### config.mk
export PLATFORM = sky130hd
export DESIGN_NAME = round_key_xor_flat
export DESIGN_NICKNAME = d
export VERILOG_FILES = /design/src/rtl/round_key_xor_if.sv /design/src/rtl/round_key_xor.sv /design/src/flat_wrapper.sv
export SDC_FILE = /design/constraint.sdc
export NUM_CORES = 2
export LEC_CHECK = 0
export CAP_MARGIN = 20
export CORE_AREA = 4 4 384 386
export CTS_CLUSTER_DIAMETER = 150
export CTS_CLUSTER_SIZE = 30
export DETAILED_ROUTE_END_ITERATION = 8
export DIE_AREA = 0 0 388 390
export DONT_BUFFER_PORTS = 1
export HOLD_SLACK_MARGIN = 0.1
export PLACE_DENSITY = 0.72
export SYNTH_ARGS = -nofsm -noshare
export SYNTH_HDL_FRONTEND = slang
export SYNTH_SLANG_ARGS = --single-unit
### constraint.sdc
create_clock -name clk -period 6.35 [get_ports clk]
set_input_delay 0.635 -clock clk [delete_from_list [all_inputs] [get_ports clk]]
set_output_delay 0.635 -clock clk [all_outputs]
set_load 0.02 [all_outputs]
### src/rtl/round_key_xor_if.sv
// Bus bundle for round_key_xor: key-bank write port plus the data-in / result-out
// valid/ready stream.
interface round_key_xor_if #(
  parameter int unsigned DATA_W     = 128,
  parameter int unsigned NUM_ROUNDS = 10
);
  localparam int unsigned IDX_W = $clog2(NUM_ROUNDS + 1);
  localparam int unsigned NKEYS = NUM_ROUNDS + 1;

  logic              key_wr_en;
  logic [IDX_W-1:0]  key_wr_idx;
  logic [DATA_W-1:0] key_wr_data;
  logic              key_clear;
  logic [NKEYS-1:0]  key_ready_mask;

  logic              data_valid_in;
  logic              data_ready_out;
  logic [DATA_W-1:0] data_in;
  logic [IDX_W-1:0]  round_idx_in;

  logic              valid_out;
  logic              ready_in;
  logic [DATA_W-1:0] data_out;
  logic [IDX_W-1:0]  round_idx_out;
  logic              err_out;

  modport slave (
    input  key_wr_en, key_wr_idx, key_wr_data, key_clear,
    input  data_valid_in, data_in, round_idx_in, ready_in,
    output key_ready_mask, data_ready_out, valid_out, data_out, round_idx_out, err_out
  );

  modport master (
    output key_wr_en, key_wr_idx, key_wr_data, key_clear,
    output data_valid_in, data_in, round_idx_in, ready_in,
    input  key_ready_mask, data_ready_out, valid_out, data_out, round_idx_out, err_out
  );
endinterface

### src/rtl/round_key_xor.sv
// Round-key bank with per-index valid bits; XORs each accepted state word with the
// selected key into a registered, backpressured output slot.
module round_key_xor #(
  parameter int unsigned DATA_W     = 128,
  parameter int unsigned NUM_ROUNDS = 10
) (
  input logic            clk,
  input logic            reset,
  round_key_xor_if.slave bus
);
  localparam int unsigned IDX_W = $clog2(NUM_ROUNDS + 1);
  localparam int unsigned NKEYS = NUM_ROUNDS + 1;

  logic [DATA_W-1:0] bank_q [NKEYS];
  logic [NKEYS-1:0]  mask_q, mask_d;
  logic              valid_q, valid_d;
  logic [DATA_W-1:0] data_q, data_d;
  logic [IDX_W-1:0]  idx_q, idx_d;
  logic              err_q, err_d;

  logic [DATA_W-1:0] key_sel;
  logic              key_loaded;
  logic              in_range;
  logic              key_ok;
  logic              slot_free;
  logic              ready;
  logic              accept;

  // Key lookup by compare loop so out-of-range indices never address the bank.
  always_comb begin
    key_sel    = '0;
    key_loaded = 1'b0;
    for (int unsigned i = 0; i < NKEYS; i++) begin
      if (bus.round_idx_in == IDX_W'(i)) begin
        key_sel    = bank_q[i];
        key_loaded = mask_q[i];
      end
    end
  end

  assign in_range  = bus.round_idx_in <= IDX_W'(NUM_ROUNDS);
  assign key_ok    = key_loaded || !in_range;
  assign slot_free = !valid_q || bus.ready_in;
  assign ready     = slot_free && key_ok && !reset;
  assign accept    = bus.data_valid_in && ready;

  // Clear drops every bit; a same-cycle write re-sets its own index.
  always_comb begin
    mask_d = bus.key_clear ? '0 : mask_q;
    for (int unsigned i = 0; i < NKEYS; i++) begin
      if (bus.key_wr_en && bus.key_wr_idx == IDX_W'(i)) mask_d[i] = 1'b1;
    end
  end

  always_comb begin
    valid_d = valid_q;
    data_d  = data_q;
    idx_d   = idx_q;
    err_d   = err_q;
    if (accept) begin
      valid_d = 1'b1;
      data_d  = bus.data_in ^ (in_range ? key_sel : '0);
      idx_d   = bus.round_idx_in;
      err_d   = !in_range;
    end else if (bus.ready_in) begin
      valid_d = 1'b0;
    end
  end

  always_ff @(posedge clk) begin
    if (reset) begin
      mask_q  <= '0;
      valid_q <= 1'b0;
      data_q  <= '0;
      idx_q   <= '0;
      err_q   <= 1'b0;
      for (int unsigned i = 0; i < NKEYS; i++) bank_q[i] <= '0;
    end else begin
      mask_q  <= mask_d;
      valid_q <= valid_d;
      data_q  <= data_d;
      idx_q   <= idx_d;
      err_q   <= err_d;
      for (int unsigned i = 0; i < NKEYS; i++) begin
        if (bus.key_wr_en && bus.key_wr_idx == IDX_W'(i)) bank_q[i] <= bus.key_wr_data;
      end
    end
  end

  assign bus.key_ready_mask = mask_q;
  assign bus.data_ready_out = ready;
  assign bus.valid_out      = valid_q;
  assign bus.data_out       = data_q;
  assign bus.round_idx_out  = idx_q;
  assign bus.err_out        = err_q;
endmodule

### src/flat_wrapper.sv
// flat-port wrapper written by rule: the top's interface ports become plain ports
module round_key_xor_flat 
#(
  parameter int unsigned DATA_W     = 128,
  parameter int unsigned NUM_ROUNDS = 10
)
  (clk, reset, bus_key_wr_en, bus_key_wr_idx, bus_key_wr_data, bus_key_clear, bus_data_valid_in, bus_data_in, bus_round_idx_in, bus_ready_in, bus_key_ready_mask, bus_data_ready_out, bus_valid_out, bus_data_out, bus_round_idx_out, bus_err_out);
  round_key_xor_if #(.DATA_W(DATA_W), .NUM_ROUNDS(NUM_ROUNDS)) bus_i ();
  input logic clk;
  input logic reset;
  input wire logic [$bits(bus_i.key_wr_en)-1:0] bus_key_wr_en;
  input wire logic [$bits(bus_i.key_wr_idx)-1:0] bus_key_wr_idx;
  input wire logic [$bits(bus_i.key_wr_data)-1:0] bus_key_wr_data;
  input wire logic [$bits(bus_i.key_clear)-1:0] bus_key_clear;
  input wire logic [$bits(bus_i.data_valid_in)-1:0] bus_data_valid_in;
  input wire logic [$bits(bus_i.data_in)-1:0] bus_data_in;
  input wire logic [$bits(bus_i.round_idx_in)-1:0] bus_round_idx_in;
  input wire logic [$bits(bus_i.ready_in)-1:0] bus_ready_in;
  output wire logic [$bits(bus_i.key_ready_mask)-1:0] bus_key_ready_mask;
  output wire logic [$bits(bus_i.data_ready_out)-1:0] bus_data_ready_out;
  output wire logic [$bits(bus_i.valid_out)-1:0] bus_valid_out;
  output wire logic [$bits(bus_i.data_out)-1:0] bus_data_out;
  output wire logic [$bits(bus_i.round_idx_out)-1:0] bus_round_idx_out;
  output wire logic [$bits(bus_i.err_out)-1:0] bus_err_out;
  assign bus_i.key_wr_en = bus_key_wr_en;
  assign bus_i.key_wr_idx = bus_key_wr_idx;
  assign bus_i.key_wr_data = bus_key_wr_data;
  assign bus_i.key_clear = bus_key_clear;
  assign bus_i.data_valid_in = bus_data_valid_in;
  assign bus_i.data_in = bus_data_in;
  assign bus_i.round_idx_in = bus_round_idx_in;
  assign bus_i.ready_in = bus_ready_in;
  assign bus_key_ready_mask = bus_i.key_ready_mask;
  assign bus_data_ready_out = bus_i.data_ready_out;
  assign bus_valid_out = bus_i.valid_out;
  assign bus_data_out = bus_i.data_out;
  assign bus_round_idx_out = bus_i.round_idx_out;
  assign bus_err_out = bus_i.err_out;
  round_key_xor #(.DATA_W(DATA_W), .NUM_ROUNDS(NUM_ROUNDS)) u_core (.clk(clk), .reset(reset), .bus(bus_i));
endmodule
# Yosys cells after proc, flatten, opt, wreduce, memory -nomap -nowiden
# Memory sizes are Yosys's and may differ from the RTL's.
# Index checks and enable logic that the tools add are counted.
classes:
  reduce_logical: 33
  order_cmp: 1
  muxes: 83
  n_eq_ne: 20
  n_bitwise: 12
ops:
  columns: ["cell", "n"]
  rows:
  - ["two-way mux 128 bit", 23]
  - ["bitwise XOR 128 bit", 1]
  - ["two-way mux 1 bit", 59]
  - ["equality test 4 x 3 -> 1 bit (second input constant)", 8]
  - ["equality test 4 bit (second input constant)", 6]
  - ["nonzero test 2 bit", 12]
  - ["equality test 4 x 2 -> 1 bit (second input constant)", 4]
  - ["logical AND 1 bit", 14]
  - ["two-way mux 11 bit", 1]
  - ["OR 1 bit", 11]
  - ["equality test 4 x 1 -> 1 bit (second input constant)", 2]
  - ["logical NOT 4 bit", 2]
  - ["<= comparator 4 bit (second input constant)", 1]
  - ["logical NOT 1 bit", 3]
  - ["logical OR 1 bit", 2]
totals:
  n_memories: 1
  reg_bits: 145
  in_bits: 270
  word_cells: 165
  mem_bits_rw: 1408
  out_inout_bits: 146
memory_table:
  columns: ["memory", "words", "width", "read_ports", "rd_ports_with_merged_regs", "write_ports", "line", "text"]
  rows:
  - ["u_core.bank_q", 11, 128, 11, 0, 11, "round_key_xor.sv:14", "logic [DATA_W-1:0] bank_q [NKEYS];"]

# Depth between registers and ports, before layout
logic_depth:
  depth_word: 17
  depth_mapped: 13
  ltp_nobuf: 6

# Least setup slack after synthesis
# No wires, ideal clock.
synth_path:
  kind: "input to register"
  start: "input port reset"
  end: "memory u_core.bank_q[0][0], enable pin"
  arrival_time_ns: 4.533
  t_required_ns: 5.841
  stages: 4
  slack_ns: 1.308
  n_path_buf: 3
  path_cell_list: "clkbuf_1 clkbuf_1 clkbuf_1 nand2b_1"
synth_lines:
  columns: ["element", "line", "text"]
  rows:
  - ["start, declared", "flat_wrapper.sv:10", "input logic reset;"]
  - ["end, declared", "round_key_xor.sv:14", null]

# Worst setup path after layout
layout_path:
  start: "input port bus_round_idx_in[1]"
  end: "output port bus_data_ready_out"
layout_via:
  elab_chain_cells: 15
  word_cells_on_any_way: 27
  classes_between: "1 x order compare; 10 x eq/ne; 11 x mux; 5 x reduce/logical"
layout_lines:
  columns: ["element", "line", "text"]
  rows:
  - ["start, declared", "flat_wrapper.sv:17", "input wire logic [$bits(bus_i.round_idx_in)-1:0] bus_round_idx_in;"]
  - ["logical NOT 4 bit", "round_key_xor.sv:34", "if (bus.round_idx_in == IDX_W'(i)) begin"]
  - ["two-way mux 1 bit (11 in series)", "round_key_xor.sv:34", null]
  - ["logical OR 1 bit *", "round_key_xor.sv:42", "assign key_ok = key_loaded || !in_range;"]
  - ["logical AND 1 bit * (2 in series)", "round_key_xor.sv:44", "assign ready = slot_free && key_ok && !reset;"]
  - ["end, declared", "flat_wrapper.sv:20", "output wire logic [$bits(bus_i.data_ready_out)-1:0] bus_data_ready_out;"]
# Mark *: on every way between the ends. The rest lies on a longest branch, timed or not.

==> flow_results.xml <==
<?xml version="1.0" encoding="UTF-8"?>
<metrics>
  <group name="grt">
    <metric name="grt_max_degree" unit="">423</metric>
    <metric name="grt.overflow.total" unit="">0</metric>
    <metric name="met3_usage" unit="%">6.998</metric>
    <metric name="grtUsageTotal" unit="%">29.70</metric>
    <metric name="busiest_layer" unit="">met2</metric>
    <metric name="first_global_vias" unit="">49683</metric>
    <metric name="grt_antenna_before_repair" unit="">41</metric>
    <metric name="groute.layer.met1.usage" unit="%">37.19</metric>
    <metric name="grt_pass1_wl" unit="um">334500</metric>
    <metric name="grt.met2_usage" unit="%">49.21</metric>
  </group>
  <group name="critical_path">
    <metric name="worst-r2r-setup-slack" unit="ns">2.92</metric>
    <metric name="timing.critical_path.from_type" unit="">input port</metric>
    <metric name="critical-path-slowest-cell" unit="">inv_4</metric>
    <metric name="crit_type" unit="">in -&gt; out</metric>
    <metric name="worst-path-max-fanout" unit="">362</metric>
    <metric name="worst_r2r_endpoint" unit="">u_core.bus.data_out[28]</metric>
    <metric name="crit_family" unit="">buffers and inverters</metric>
    <metric name="slowest_delay" unit="ns">0.87</metric>
    <metric name="worst-path-buf-inv" unit="">2</metric>
    <metric name="launching_point_of_the_worst_reg2reg_path" unit="">u_core.bus.key_ready_mask[5]</metric>
    <metric name="timing.reg2reg.worst_path_depth" unit="">6</metric>
    <metric name="end_kind" unit="">output pin</metric>
    <metric name="timing.critical_path.cells" unit="">inv_4 -&gt; o221ai_1 -&gt; a221oi_2 -&gt; nor2_1 -&gt; nor4_2 -&gt; buf_4</metric>
    <metric name="data_required_time_of_the_worst_path" unit="ns">5.71</metric>
    <metric name="arrival" unit="ns">3.95</metric>
  </group>
  <group name="sta">
    <metric name="setup_viol_count_final" unit="">0</metric>
    <metric name="worst_slack" unit="ns">1.764</metric>
    <metric name="transition_time_at_the_pin_with_the_least_slew_margin" unit="ns">1.758</metric>
    <metric name="post-route-period-util" unit="%">72.22</metric>
    <metric name="slew_viols_final" unit="">95</metric>
    <metric name="rsz0062_at_grt" unit="">false</metric>
    <metric name="fmaxAchievable" unit="MHz">218.0</metric>
    <metric name="max-slew-margin-rel" unit="%">-17.20</metric>
    <metric name="hold_violations" unit="">0</metric>
    <metric name="setup-tns-final" unit="ns">0</metric>
    <metric name="hold-worst-slack" unit="ns">0.1428</metric>
    <metric name="clock_skew" unit="ns">0.04532</metric>
    <metric name="min_clock_period_post_route" unit="ns">4.586</metric>
  </group>
  <group name="place">
    <metric name="finalWeightedCongestion" unit="">0.8332</metric>
    <metric name="placedCellCount" unit="">7555</metric>
    <metric name="dpl.hpwl" unit="um">122900</metric>
    <metric name="numPortBuffers" unit="">0</metric>
    <metric name="postPlaceCellArea" unit="um^2">72260</metric>
    <metric name="post-place-ws" unit="ns">2.158</metric>
  </group>
  <group name="synth">
    <metric name="synthFlopType" unit="">edfxtp_1</metric>
    <metric name="post_synth_instance_area" unit="um^2">71650</metric>
    <metric name="yosysUniqueCellTypes" unit="">79</metric>
    <metric name="synthesized_nets" unit="">6469</metric>
    <metric name="synth_largest_area_cell" unit="">edfxtp_1</metric>
    <metric name="synthTopCellsByCount" unit="">nor2_1 (1425), edfxtp_1 (1408), clkbuf_1 (453)</metric>
    <metric name="syn-instance-count" unit="">6199</metric>
    <metric name="synth-async-reset-ratio" unit="%">0</metric>
    <metric name="synth_enable_flop_cells" unit="">1408</metric>
    <metric name="yosys_warnings" unit="">0</metric>
    <metric name="most_repeated_cell_in_the_gate_level_netlist_after_synthesis" unit="">nor2_1</metric>
    <metric name="synth_area_per_cell" unit="um^2">11.56</metric>
    <metric name="sequential_element_share_of_the_synthesized_area" unit="%">63.06</metric>
    <metric name="netlist_top_cells_area" unit="">edfxtp_1 (59%), nor2_1 (7.5%), dfxtp_1 (4.1%), clkbuf_1 (2.4%), nand2b_1 (2.1%)</metric>
    <metric name="synth_top_cell_area_share" unit="%">59.01</metric>
    <metric name="yosys_register_bits" unit="">1553</metric>
  </group>
  <group name="min_path">
    <metric name="whs_endpoint" unit="">u_core.bus.data_out[123]</metric>
    <metric name="hold_path.startpoint" unit="">reset</metric>
    <metric name="min_delay_path_depth" unit="">2</metric>
    <metric name="hold_path.class" unit="">in -&gt; reg</metric>
  </group>
  <group name="clocking">
    <metric name="post_cts.repair.setup_buffers" unit="">0</metric>
    <metric name="clkLatencyLatePin" unit="ns">0.76</metric>
    <metric name="clock_sink_count" unit="">1553</metric>
    <metric name="post_cts.resized_instances" unit="">0</metric>
    <metric name="clockBufferDepth" unit="">3</metric>
    <metric name="numCtsBuffers" unit="">57</metric>
    <metric name="cts_tree" unit="">done</metric>
    <metric name="htree_levels" unit="">2</metric>
    <metric name="path_clk_slew" unit="ns">0.12</metric>
    <metric name="cts_root_buffer" unit="">clkbuf_16</metric>
  </group>
  <group name="die">
    <metric name="floorplan.initialDensity" unit="%">49.94</metric>
    <metric name="chipHeight" unit="um">390</metric>
    <metric name="rows" unit="">139</metric>
    <metric name="die-width" unit="um">388</metric>
    <metric name="total_core_area" unit="um^2">143500</metric>
    <metric name="design.portCount" unit="">416</metric>
    <metric name="die_area" unit="um^2">151300</metric>
  </group>
  <group name="cells_and_area">
    <metric name="final_nets" unit="">6070</metric>
    <metric name="area_growth" unit="%">4.516</metric>
    <metric name="post_layout_nonfiller_instances" unit="">7779</metric>
    <metric name="final_layout_size_suffix_gt1_share" unit="%">5.046</metric>
    <metric name="finalInstanceArea" unit="um^2">74880</metric>
  </group>
  <group name="routing">
    <metric name="remaining_drcs" unit="">0</metric>
    <metric name="routed_wirelength" unit="um">232900</metric>
    <metric name="detail_route.vias_per_cell" unit="">6.566</metric>
    <metric name="detailedRoute.firstIterationViolations" unit="">7518</metric>
    <metric name="vias" unit="">51074</metric>
    <metric name="route.antenna.remaining_nets" unit="">0</metric>
    <metric name="first_pass_iters" unit="">9</metric>
    <metric name="detail_route.wl_per_cell" unit="um">29.94</metric>
  </group>
  <group name="run_status">
    <metric name="status" unit="">complete, but fails checks</metric>
    <metric name="violations" unit="">max-slew violations</metric>
  </group>
  <group name="power_and_ir_drop">
    <metric name="largest_vdd_supply_drop" unit="mV">0.2196</metric>
    <metric name="p_per_area" unit="nW/um^2">252.1</metric>
    <metric name="p_leak" unit="uW">0.02465</metric>
  </group>
  <group name="job">
    <metric name="drv_cap" unit="">0</metric>
  </group>
</metrics>
==> worst max path at each step <==
stage,startpoint,endpoint,slack [ns],depth (start not counted)
4_1_cts,bus_round_idx_in[0],bus_data_ready_out,2.35,6
3_5_place_dp,bus_round_idx_in[0],u_core.bus.data_out[79],2.16,7
5_1_grt,bus_round_idx_in[0],bus_data_ready_out,2.13,6
2_1_floorplan,reset,u_core.bank_q[0][0],1.31,4
6_report,bus_round_idx_in[1],bus_data_ready_out,1.76,6
3_3_place_gp,bus_round_idx_in[0],u_core.bus.data_out[108],2.26,7
==> power by group <==
| part | internal [uW] | total [uW] | switching (uW) |
|---|---|---|---|
| combinational | 658 | 1930 | 1270 |
| clock | 1740 | 4880 | 3140 |
| sequential | 11800 | 12100 | 307 |
| total | 14200 | 18900 | 4710 |
==> layout make-up <==
cell class,count,area (um^2)
fill,12050,68600
sequential,1553,45180
multi-input combinational,3817,23170
tap,1903,2381
timing repair buffer,162,1662
clock buffer,102,1595
inverter,209,788.3
antenna,30,75.07
clock inverter,3,26.28
==> repair_timing <==
item	4_1_cts	5_1_grt
hold buffers	87	1
hold endpoints to repair	144	1
endpoints found under the setup margin	0	0
==> placed cells by master (no fill, tap or decap), types with 23 or more instances in the layout <==
cell / Yosys / final
o21ai_0: 270 / 270
nor3_1: 43 / 43
o22ai_1: 40 / 40
a22oi_1: 29 / 29
a32oi_1: 39 / 39
o21a_1: 80 / 79
o2bb2ai_1: 62 / 62
nand3_1: 41 / 39
mux2_2: 56 / 56
or3_1: 84 / 84
dlygate4sd3_1: 0 / 87
mux4_2: 38 / 38
dfxtp_1: 145 / 145
diode_2: 0 / 30
a21o_1: 23 / 23
a211oi_1: 43 / 43
nor3b_1: 42 / 40
a222oi_1: 90 / 90
o21ai_1: 43 / 42
nor2_1: 1425 / 1424
a211o_1: 39 / 39
nand3b_1: 103 / 103
nor2b_1: 46 / 42
a22o_1: 51 / 51
clkbuf_1: 453 / 45
xnor2_1: 57 / 57
a31oi_1: 103 / 103
edfxtp_1: 1408 / 1408
buf_4: 32 / 58
a21oi_1: 184 / 183
inv_1: 208 / 207
a221oi_1: 30 / 30
mux2i_1: 117 / 117
a2111oi_0: 39 / 38
or3b_1: 48 / 48
nand2b_1: 235 / 222
nand2_1: 118 / 110
clkbuf_16: 0 / 57
o221ai_1: 68 / 68
==> cells by family after synthesis <==
| kind of cell | share of synthesized area (%) |
|---|---|
| mux | 3.709 |
| buf+inv | 5.019 |
| flops | 63.06 |
| compound gates | 12.83 |
| xor+xnor | 0.9046 |
| simple gates | 14.48 |
==> state kept, by name (all words and copies together), names as in the netlist <==
name                       cells
u_core.bus.valid_out           1
u_core.bus.key_ready_mask     11
u_core.bus.round_idx_out       4
u_core.bank_q               1408
u_core.bus.data_out          128
u_core.bus.err_out             1
==> per-layer routing <==
| layer | up-vias | wire [um] |
|---|---|---|
| met3 | 586 | 28830 |
| met4 | 16 | 10990 |
| li1 | 21657 | - |
| met2 | 3390 | 111400 |
| met5 | - | 106 |
| met1 | 25425 | 81600 |
==> through the flow <==
step | util, % | power [uW]
2_1_floorplan | - | 13640
3_3_place_gp | 50.36 | 14040
3_5_place_dp | 50.36 | 14110
4_1_cts | 52.11 | 18830
5_1_grt | 52.17 | 19400
6_report | 52.19 | 18880
(Power assumes the default switching activity.)
